**config.mk**
```make
export PLATFORM = sky130hd
export DESIGN_NAME = dmem_arbiter_flat
export DESIGN_NICKNAME = d
export VERILOG_FILES = /design/src/rtl/dmem_arbiter_if.sv /design/src/rtl/dmem_arbiter.sv /design/src/flat_wrapper.sv
export SDC_FILE = /design/constraint.sdc
export NUM_CORES = 1
export LEC_CHECK = 0
export ABC_CLOCK_PERIOD_IN_PS = 3600
export BUFFER_PORTS_ARGS = -buffer_cell sky130_fd_sc_hd__buf_2
export CORE_MARGIN = 4
export CORE_UTILIZATION = 30
export DETAILED_ROUTE_END_ITERATION = 8
export GPL_TIMING_DRIVEN = 1
export SKIP_LAST_GASP = 1
export SLEW_MARGIN = 20
export SYNTH_ARGS = -nofsm -noshare
export SYNTH_HDL_FRONTEND = slang
export SYNTH_SLANG_ARGS = --single-unit
export TNS_END_PERCENT = 1
```
**constraint.sdc**
```tcl
create_clock -name clock -period 3.6 [get_ports clock]
set_clock_uncertainty 0.2 [all_clocks]
set_input_delay 0.72 -clock clock [delete_from_list [all_inputs] [get_ports clock]]
set_output_delay 0.72 -clock clock [all_outputs]
set_load 0.01 [all_outputs]
```
**src/rtl/dmem_arbiter_if.sv**
```systemverilog
// Bus bundle for the four-core data memory arbiter.
// Core side: req/we/core_addr/core_wdata in, grant/done/rdata/busy/xfer_count out.
// Memory side: mem_addr/mem_wdata/mem_we out, mem_rdata in (synchronous RAM, 1-cycle latency).
// slave = arbiter view, master = cores + RAM view.
interface dmem_arbiter_if #(
    parameter int unsigned DATA_W = 16,
    parameter int unsigned ADDR_W = 16
);
    localparam int unsigned N_CORES = 4;

    logic [N_CORES-1:0]        req;
    logic [N_CORES-1:0]        we;
    logic [N_CORES*ADDR_W-1:0] core_addr;
    logic [N_CORES*DATA_W-1:0] core_wdata;
    logic [N_CORES-1:0]        grant;
    logic [N_CORES-1:0]        done;
    logic [DATA_W-1:0]         rdata;
    logic                      busy;
    logic [15:0]               xfer_count;
    logic [ADDR_W-1:0]         mem_addr;
    logic [DATA_W-1:0]         mem_wdata;
    logic                      mem_we;
    logic [DATA_W-1:0]         mem_rdata;

    modport slave (
        input  req, we, core_addr, core_wdata, mem_rdata,
        output grant, done, rdata, busy, xfer_count, mem_addr, mem_wdata, mem_we
    );

    modport master (
        output req, we, core_addr, core_wdata, mem_rdata,
        input  grant, done, rdata, busy, xfer_count, mem_addr, mem_wdata, mem_we
    );
endinterface

```
**src/rtl/dmem_arbiter.sv**
```systemverilog
// Round-robin arbiter giving four cores access to one synchronous data RAM.
// Each transaction: IDLE (arbitrate) -> ADDR (address + write strobe)
// -> WAIT (RAM read latency, capture rdata) -> DONE (done pulse) -> IDLE.
// Ports: clock, reset (async, active-high), bus (dmem_arbiter_if.slave).
module dmem_arbiter #(
    parameter int unsigned DATA_W = 16,
    parameter int unsigned ADDR_W = 16
) (
    input  logic           clock,
    input  logic           reset,
    dmem_arbiter_if.slave  bus
);
    localparam int unsigned N_CORES = 4;
    localparam int unsigned IDX_W   = 2;
    localparam int unsigned CNT_W   = 16;

    typedef enum logic [1:0] {IDLE, ADDR, WAIT, DONE} state_t;

    state_t               state_q, state_d;
    logic [N_CORES-1:0]   grant_q, grant_d;
    logic [N_CORES-1:0]   done_q, done_d;
    logic                 mem_we_q, mem_we_d;
    logic [ADDR_W-1:0]    mem_addr_q, mem_addr_d;
    logic [DATA_W-1:0]    mem_wdata_q, mem_wdata_d;
    logic [DATA_W-1:0]    rdata_q, rdata_d;
    logic                 busy_q, busy_d;
    logic [CNT_W-1:0]     xfer_q, xfer_d;
    logic [IDX_W-1:0]     last_q, last_d;
    logic [IDX_W-1:0]     win_idx_q, win_idx_d;
    logic                 lat_we_q, lat_we_d;

    logic [IDX_W-1:0]     win_idx;
    logic [IDX_W-1:0]     cand;
    logic                 win_found;

    // Round-robin search starting one past the last winner, wrapping mod 4.
    always_comb begin
        win_idx   = last_q;
        win_found = 1'b0;
        cand      = last_q;
        for (int unsigned i = 1; i <= N_CORES; i++) begin
            cand = last_q + IDX_W'(i);
            if (!win_found && bus.req[cand]) begin
                win_found = 1'b1;
                win_idx   = cand;
            end
        end
    end

    // State register; every output comes straight from a flop.
    always_ff @(posedge clock or posedge reset) begin
        if (reset) begin
            state_q     <= IDLE;
            grant_q     <= '0;
            done_q      <= '0;
            mem_we_q    <= 1'b0;
            mem_addr_q  <= '0;
            mem_wdata_q <= '0;
            rdata_q     <= '0;
            busy_q      <= 1'b0;
            xfer_q      <= '0;
            last_q      <= IDX_W'(N_CORES - 1);
            win_idx_q   <= '0;
            lat_we_q    <= 1'b0;
        end else begin
            state_q     <= state_d;
            grant_q     <= grant_d;
            done_q      <= done_d;
            mem_we_q    <= mem_we_d;
            mem_addr_q  <= mem_addr_d;
            mem_wdata_q <= mem_wdata_d;
            rdata_q     <= rdata_d;
            busy_q      <= busy_d;
            xfer_q      <= xfer_d;
            last_q      <= last_d;
            win_idx_q   <= win_idx_d;
            lat_we_q    <= lat_we_d;
        end
    end

    // Next-state and next-output logic.
    always_comb begin
        state_d     = state_q;
        grant_d     = grant_q;
        done_d      = '0;
        mem_we_d    = 1'b0;
        mem_addr_d  = mem_addr_q;
        mem_wdata_d = mem_wdata_q;
        rdata_d     = rdata_q;
        xfer_d      = xfer_q;
        last_d      = last_q;
        win_idx_d   = win_idx_q;
        lat_we_d    = lat_we_q;

        unique case (state_q)
            IDLE: begin
                if (win_found) begin
                    state_d     = ADDR;
                    win_idx_d   = win_idx;
                    lat_we_d    = bus.we[win_idx];
                    grant_d     = N_CORES'(1) << win_idx;
                    mem_we_d    = bus.we[win_idx];
                    mem_addr_d  = bus.core_addr[win_idx*ADDR_W +: ADDR_W];
                    mem_wdata_d = bus.core_wdata[win_idx*DATA_W +: DATA_W];
                end
            end
            ADDR: begin
                state_d = WAIT;
            end
            WAIT: begin
                // RAM output for the ADDR-cycle address is valid now.
                if (!lat_we_q) begin
                    rdata_d = bus.mem_rdata;
                end
                state_d = DONE;
                done_d  = grant_q;
                xfer_d  = xfer_q + CNT_W'(1);
                last_d  = win_idx_q;
            end
            DONE: begin
                state_d     = IDLE;
                grant_d     = '0;
                mem_addr_d  = '0;
                mem_wdata_d = '0;
            end
            default: begin
                state_d = IDLE;
            end
        endcase

        busy_d = (state_d != IDLE);
    end

    assign bus.grant      = grant_q;
    assign bus.done       = done_q;
    assign bus.mem_we     = mem_we_q;
    assign bus.mem_addr   = mem_addr_q;
    assign bus.mem_wdata  = mem_wdata_q;
    assign bus.rdata      = rdata_q;
    assign bus.busy       = busy_q;
    assign bus.xfer_count = xfer_q;
endmodule

```
**src/flat_wrapper.sv**
```systemverilog
// flat-port wrapper written by rule: the top's interface ports become plain ports
module dmem_arbiter_flat 
#(
    parameter int unsigned DATA_W = 16,
    parameter int unsigned ADDR_W = 16
)
  (clock, reset, bus_req, bus_we, bus_core_addr, bus_core_wdata, bus_mem_rdata, bus_grant, bus_done, bus_rdata, bus_busy, bus_xfer_count, bus_mem_addr, bus_mem_wdata, bus_mem_we);
  dmem_arbiter_if #(.DATA_W(DATA_W), .ADDR_W(ADDR_W)) bus_i ();
  input  logic clock;
  input  logic reset;
  input wire logic [$bits(bus_i.req)-1:0] bus_req;
  input wire logic [$bits(bus_i.we)-1:0] bus_we;
  input wire logic [$bits(bus_i.core_addr)-1:0] bus_core_addr;
  input wire logic [$bits(bus_i.core_wdata)-1:0] bus_core_wdata;
  input wire logic [$bits(bus_i.mem_rdata)-1:0] bus_mem_rdata;
  output wire logic [$bits(bus_i.grant)-1:0] bus_grant;
  output wire logic [$bits(bus_i.done)-1:0] bus_done;
  output wire logic [$bits(bus_i.rdata)-1:0] bus_rdata;
  output wire logic [$bits(bus_i.busy)-1:0] bus_busy;
  output wire logic [$bits(bus_i.xfer_count)-1:0] bus_xfer_count;
  output wire logic [$bits(bus_i.mem_addr)-1:0] bus_mem_addr;
  output wire logic [$bits(bus_i.mem_wdata)-1:0] bus_mem_wdata;
  output wire logic [$bits(bus_i.mem_we)-1:0] bus_mem_we;
  assign bus_i.req = bus_req;
  assign bus_i.we = bus_we;
  assign bus_i.core_addr = bus_core_addr;
  assign bus_i.core_wdata = bus_core_wdata;
  assign bus_i.mem_rdata = bus_mem_rdata;
  assign bus_grant = bus_i.grant;
  assign bus_done = bus_i.done;
  assign bus_rdata = bus_i.rdata;
  assign bus_busy = bus_i.busy;
  assign bus_xfer_count = bus_i.xfer_count;
  assign bus_mem_addr = bus_i.mem_addr;
  assign bus_mem_wdata = bus_i.mem_wdata;
  assign bus_mem_we = bus_i.mem_we;
  dmem_arbiter #(.DATA_W(DATA_W), .ADDR_W(ADDR_W)) u_core (.clock(clock), .reset(reset), .bus(bus_i));
endmodule
```
Yosys cells after proc, flatten, opt, wreduce, memory -nomap -nowiden
Cells that the tools add are included.
{"block": "word_totals", "reg_bits": 81, "inputBits": 154, "output_inout_bits": 74, "word_cells": 70}
{"block": "op_classes", "add_sub_neg": 4, "order_cmp": 5, "eq_ne": 4, "n_shift": 3, "mux": 29, "n_bitwise": 1, "reduce_logical": 12}
{"cell": "$shiftx A64 B7 Y16", "count": 2}
{"cell": "$pmux W16 S2", "count": 2}
{"cell": "$mux W16", "count": 2}
{"cell": "$add A16 B1 Y16 const B", "count": 1}
{"cell": "$lt A2 B3 Y1 const B", "count": 5}
{"cell": "$mux W1", "count": 11}
{"cell": "$bmux W1 S2", "count": 5}
{"cell": "$mux W2", "count": 5}
{"cell": "$mux W4", "count": 2}
{"cell": "$pmux W2 S4", "count": 1}
{"cell": "$pmux W4 S2", "count": 1}
{"cell": "$reduce_and A2 Y1", "count": 3}
{"cell": "$add A2 B2 Y2 const B", "count": 2}
{"cell": "$eq A2 B2 Y1 const B", "count": 2}
{"cell": "$reduce_bool A2 Y1", "count": 2}
{"cell": "$shl A1 B2 Y4 const A", "count": 1}
{"cell": "$logic_and A1 B1 Y1", "count": 3}
{"cell": "$logic_not A1 Y1", "count": 3}
{"cell": "$add A2 B1 Y2 const B", "count": 1}
{"cell": "$eq A2 B1 Y1 const B", "count": 1}
{"cell": "$logic_not A2 Y1", "count": 1}
{"cell": "$ne A2 B1 Y1 const B", "count": 1}
{"cell": "$not A1 Y1", "count": 1}

Logic depth before layout (Yosys ltp)
{"block": "logic_depth", "ltp_word": 17, "depth_mapped": 7, "mapped_depth_nobuf": 7}

Least setup slack after synthesis
No wires, ideal clock.
{"block": "synth_timing", "path_type": "input port to flip-flop", "start": "in bus_req[3]", "end": "reg u_core.mem_wdata_q[12] (netlist: u_core.bus.mem_wdata[12])", "setup_ns": 0.138, "arrival_time_ns": 1.962, "required_ns": 3.262, "path_slack_ns": 1.300, "cell_stages": 6, "n_path_buf": 2, "cell_sequence": "or4_1 -> nand2_1 -> or3_1 -> buf_2 -> buf_6 -> o221ai_1"}
{"block": "synth_via", "elab_chain_len": 15, "word_cells_on_any_way": 27, "cone_classes": "eq/ne: 1; shift: 1; mux: 18; reduce/logical: 7"}
{"item": "start: declaration", "line_no": "flat_wrapper.sv:11", "source": "input wire logic [$bits(bus_i.req)-1:0] bus_req;"}
{"item": "$bmux W1 S2", "line_no": "dmem_arbiter.sv:43", "source": "if (!win_found && bus.req[cand]) begin"}
{"item": "$mux W1 (not written as such)", "line_no": "dmem_arbiter.sv:43"}
{"item": "$mux W1", "line_no": "dmem_arbiter.sv:43"}
{"item": "$logic_not A1 Y1", "line_no": "dmem_arbiter.sv:43"}
{"item": "$logic_and A1 B1 Y1", "line_no": "dmem_arbiter.sv:43"}
{"item": "$mux W1", "line_no": "dmem_arbiter.sv:43"}
{"item": "$logic_not A1 Y1", "line_no": "dmem_arbiter.sv:43"}
{"item": "$logic_and A1 B1 Y1", "line_no": "dmem_arbiter.sv:43"}
{"item": "$mux W1", "line_no": "dmem_arbiter.sv:43"}
{"item": "$logic_not A1 Y1", "line_no": "dmem_arbiter.sv:43"}
{"item": "$logic_and A1 B1 Y1", "line_no": "dmem_arbiter.sv:43"}
{"item": "$mux W2", "line_no": "dmem_arbiter.sv:43"}
{"item": "$shiftx A64 B7 Y16", "line_no": "dmem_arbiter.sv:104", "source": "mem_wdata_d = bus.core_wdata[win_idx*DATA_W +: DATA_W];"}
{"item": "$mux W16", "line_no": "dmem_arbiter.sv:97", "source": "if (win_found) begin"}
{"item": "$pmux W16 S2", "line_no": "dmem_arbiter.sv:95", "source": "unique case (state_q)"}
{"item": "end signal: assignment", "line_no": "dmem_arbiter.sv:71", "source": "mem_wdata_q <= mem_wdata_d;"}
{"item": "end: declaration", "line_no": "dmem_arbiter.sv:24", "source": "logic [DATA_W-1:0] mem_wdata_q, mem_wdata_d;"}
Parallel ways exist; a longest one is shown, timed or not. The select of a mux whose other input is x is not followed.
A chain may end at the register's enable or synchronous reset.

Final worst setup path
{"block": "layout_timing", "start": "reg u_core.last_q[1]", "end": "reg u_core.lat_we_q"}
{"block": "layout_via", "elab_chain_len": 15, "word_cells_on_any_way": 28, "cone_classes": "add/sub: 3; mux: 18; reduce/logical: 7"}
{"item": "start: declaration", "line_no": "dmem_arbiter.sv:28", "source": "logic [IDX_W-1:0] last_q, last_d;"}
{"item": "start signal: assignment", "line_no": "dmem_arbiter.sv:62", "source": "last_q <= IDX_W'(N_CORES - 1);"}
{"item": "start signal: assignment", "line_no": "dmem_arbiter.sv:75", "source": "last_q <= last_d;"}
{"item": "$add A2 B1 Y2", "line_no": "dmem_arbiter.sv:42", "source": "cand = last_q + IDX_W'(i);"}
{"item": "$bmux W1 S2", "line_no": "dmem_arbiter.sv:43"}
{"item": "$mux W1 (not written as such)", "line_no": "dmem_arbiter.sv:43"}
{"item": "$mux W1", "line_no": "dmem_arbiter.sv:43"}
{"item": "$logic_not A1 Y1", "line_no": "dmem_arbiter.sv:43"}
{"item": "$logic_and A1 B1 Y1", "line_no": "dmem_arbiter.sv:43"}
{"item": "$mux W1", "line_no": "dmem_arbiter.sv:43"}
{"item": "$logic_not A1 Y1", "line_no": "dmem_arbiter.sv:43"}
{"item": "$logic_and A1 B1 Y1", "line_no": "dmem_arbiter.sv:43"}
{"item": "$mux W1", "line_no": "dmem_arbiter.sv:43"}
{"item": "$logic_not A1 Y1", "line_no": "dmem_arbiter.sv:43"}
{"item": "$logic_and A1 B1 Y1", "line_no": "dmem_arbiter.sv:43"}
{"item": "$mux W2", "line_no": "dmem_arbiter.sv:43"}
{"item": "$bmux W1 S2", "line_no": "dmem_arbiter.sv:100", "source": "lat_we_d = bus.we[win_idx];"}
{"item": "$mux W1 (not written as such)", "line_no": "dmem_arbiter.sv:100"}
{"item": "end signal: assignment", "line_no": "dmem_arbiter.sv:77", "source": "lat_we_q <= lat_we_d;"}
{"item": "end: declaration", "line_no": "dmem_arbiter.sv:30", "source": "logic lat_we_q, lat_we_d;"}
Parallel ways exist; a longest one is shown, timed or not. The select of a mux whose other input is x is not followed.

==> impl_metrics.tcl <==
set metrics [dict create \
    status "complete, no violations" \
    hold_end "u_core.bus.xfer_count[15]" \
    die_area_mm2 0.01613 \
    finalHoldViolCount 0 \
    grt_max_degree 64 \
    cts_setup_buffers 0 \
    antenna_found_initial 1 \
    cp_cell_sequence "mux2i_1, nor2_1, a311oi_4, buf_4, mux2i_1, o221ai_1" \
    wire_per_inst_um 15.68 \
    cts_tree "built" \
    drc 0 \
    cellInternalPower_uw 2887 \
    io_buffers 227 \
    drive_gt1_frac 0.5348 \
    grt_pass1_wl_um 19060 \
    htree_levels 3 \
    arrival_ns 2.55 \
    ys_ff_latch 81 \
    rsz0062_at_grt "false" \
    min-delay-start "u_core.bus.xfer_count[15]" \
    wl_um 11840 \
    finalWorstSetupSlack_ns 1.040 \
    worstSkewPairLatency_ns 0.33 \
    p_comb_frac 0.483 \
    cts_buffer_depth 2 \
    required_ns 3.59 \
    irDropWorstVdd_mv 0.5725 \
    crit_buf_inv 1 \
    avgViaCountPerCell 4.694 \
    pwr-share-seq 0.317 \
    clk_pin_slew_ns 0.06 \
    die_h_um 127.0 \
    worst_slew_pin_slew_ns 0.7610 \
    yosysSeqAreaShare 0.4776 \
    fmax_ghz 0.3906 \
    start_util 0.3061 \
    nets 728 \
    synth-edff-count 0 \
    final_cell_mix "227 x buf_2, 79 x dfrtp_1, 67 x mux2i_1" \
    whs_path_depth 1 \
    critPathSlowestCell "dfstp_2" \
    synth_nets 503 \
    gp_congestion 0.8640 \
    rows 43 \
    slew_violations 0 \
    core_mm2 0.01388 \
    reg2reg_slack_ns 1.04 \
    hold_class "reg2reg" \
    p_sw_uw 1794 \
    holdWs_ns 0.2790 \
    finalSetupTns_ns 0 \
    synth_cells 344 \
    synth_cell_types 39 \
    netlist_area_mm2 0.004249 \
    switching_share 0.3833 \
    synth_ff_type "dfrtp_1" \
    maxSlewHeadroom 0.4926 \
    die_w_um 127.0 \
    dp_hpwl_um 9398 \
    worstReg2RegEnd "u_core.lat_we_q" \
    power.share.clock 0.199 \
    cp_top_family "flip-flops" \
    setup_violations 0 \
    start_kind "register" \
    grt_usage 0.1448 \
    path_class "reg2reg" \
    worstPathMaxFanout 21 \
    maxCapViolations 0 \
    cts_hold_buffers 0 \
    overflow 0 \
    drtAntennaViolNets 0 \
    cts_buffers 9 \
    synth.avg_cell_area_um2 12.35 \
    powerDensity_mw_per_mm2 795.7 \
    yosys_warnings 0 \
    first_iter_violations 155 \
    rr_startpoint "u_core.last_q[1]" \
    cts_resized 0 \
    dr.pass1.iters 4 \
    reg2reg_depth 6 \
    dp_slack_ns 0.7166 \
    ios 228 \
    root_buffer "clkbuf_16" \
    syn_to_final_growth_pct 38.46 \
    critical_path.max_stage_delay_ns 0.63 \
    cpMostUsedCell "mux2i_1" \
    layout_min_cycle_time_ns 2.560 \
    final_common_cell "buf_2" \
    leakage_uw 0.003057 \
    grt_pass1_vias 3787 \
    vias 3544 \
    synthArstFlopShare 1.000 \
    cts_sinks 81 \
    n_fill_cell 1355 \
    post-route-period-util 0.7112 \
    cp-end-kind "register" \
]
sequential cells by signal, indices dropped and copies added, names as in the netlist, 2 cells and up:
| signal | cells |
|---|---|
| u_core.bus.mem_wdata | 16 |
| u_core.bus.grant | 4 |
| u_core.bus.xfer_count | 16 |
| u_core.bus.rdata | 16 |
| u_core.bus.mem_addr | 16 |
| u_core.state_q | 2 |
| u_core.last_q | 2 |
| u_core.bus.done | 4 |
| u_core.win_idx_q | 2 |
synth_stat cells, drive strengths merged (4+ instances only):
| master | n | area share |
|---|---|---|
| and2 | 6 | 0.0088 |
| dfrtp | 79 | 0.47 |
| ha | 5 | 0.015 |
| nand4 | 4 | 0.0059 |
| mux2i | 67 | 0.16 |
| xor2 | 6 | 0.012 |
| buf | 20 | 0.037 |
| o221ai | 33 | 0.11 |
| xnor2 | 9 | 0.019 |
| mux2 | 19 | 0.050 |
| nand2 | 45 | 0.040 |
| nor2 | 8 | 0.0071 |
| inv | 5 | 0.0044 |
| a21oi | 4 | 0.0074 |
| nand3 | 6 | 0.0071 |
power groups by stage:
stage / sequential (uW) / clock, uW / combinational (uW)
2_1_floorplan: 1600 / 0 / 1490
5_1_grt: 1540 / 1000 / 2500
4_1_cts: 1490 / 966 / 2310
3_3_place_gp: 1490 / 0 / 2240
6_report: 1490 / 933 / 2260
3_5_place_dp: 1500 / 0 / 2310
cell families after synthesis:
group	Yosys count	share of synthesized area
AOI/OAI and AO/OA	47	0.1352
DFF	81	0.4776
buffers and inverters	27	0.04299
xor gates and xnor gates	15	0.03092
and+or+nand+nor	83	0.09040
adders and majority gates	5	0.01472
muxes	86	0.2082
worst max-delay path by stage:
| stage | startpoint | to | depth (start not counted) |
|---|---|---|---|
| CTS | u_core.last_q[1] | u_core.lat_we_q | 6 |
| floorplan | reset | u_core.bus.busy | 1 |
| detailed placement | bus_req[3] | u_core.bus.mem_wdata[14] | 6 |
| global placement | bus_req[3] | u_core.bus.mem_wdata[14] | 6 |
| global route | u_core.state_q[0] | u_core.bus.xfer_count[11] | 7 |
| finish | u_core.last_q[1] | u_core.lat_we_q | 6 |
final cells by class:
class | instances | area, um2 | share of cell area
well taps | 180 | 225.2 | 0.03828
diodes | 1 | 2.502 | 0.0004254
inverters | 5 | 21.27 | 0.003615
clock buffers | 11 | 242.7 | 0.04126
clock inverters | 5 | 63.81 | 0.01085
flip-flops and latches | 81 | 2029 | 0.3450
repair buffers | 236 | 1241 | 0.2110
multi-input cells | 236 | 2057 | 0.3496
per-layer routing:
metal	part of all wire	global-route usage	wire length, um	vias up
li1	-	-	-	1717
met1	0.40	0.1739	4716	1694
met2	0.52	0.2603	6134	124
met3	0.071	0.03261	838	9
met4	0.013	0.03975	150	0
met5	0	0	0	-
stage by stage:
stage               std cells  power (uW)  utilization  cell area (um2)
global placement          738        3736       0.4015             5573
detailed placement        738        3815       0.4015             5573
finish                    755        4681       0.4238             5883
floorplan                 344        3093            -             4249
global route              755        5046       0.4238             5883
CTS                       754        4766       0.4236             5879
Power figures use the tool's default switching activity.
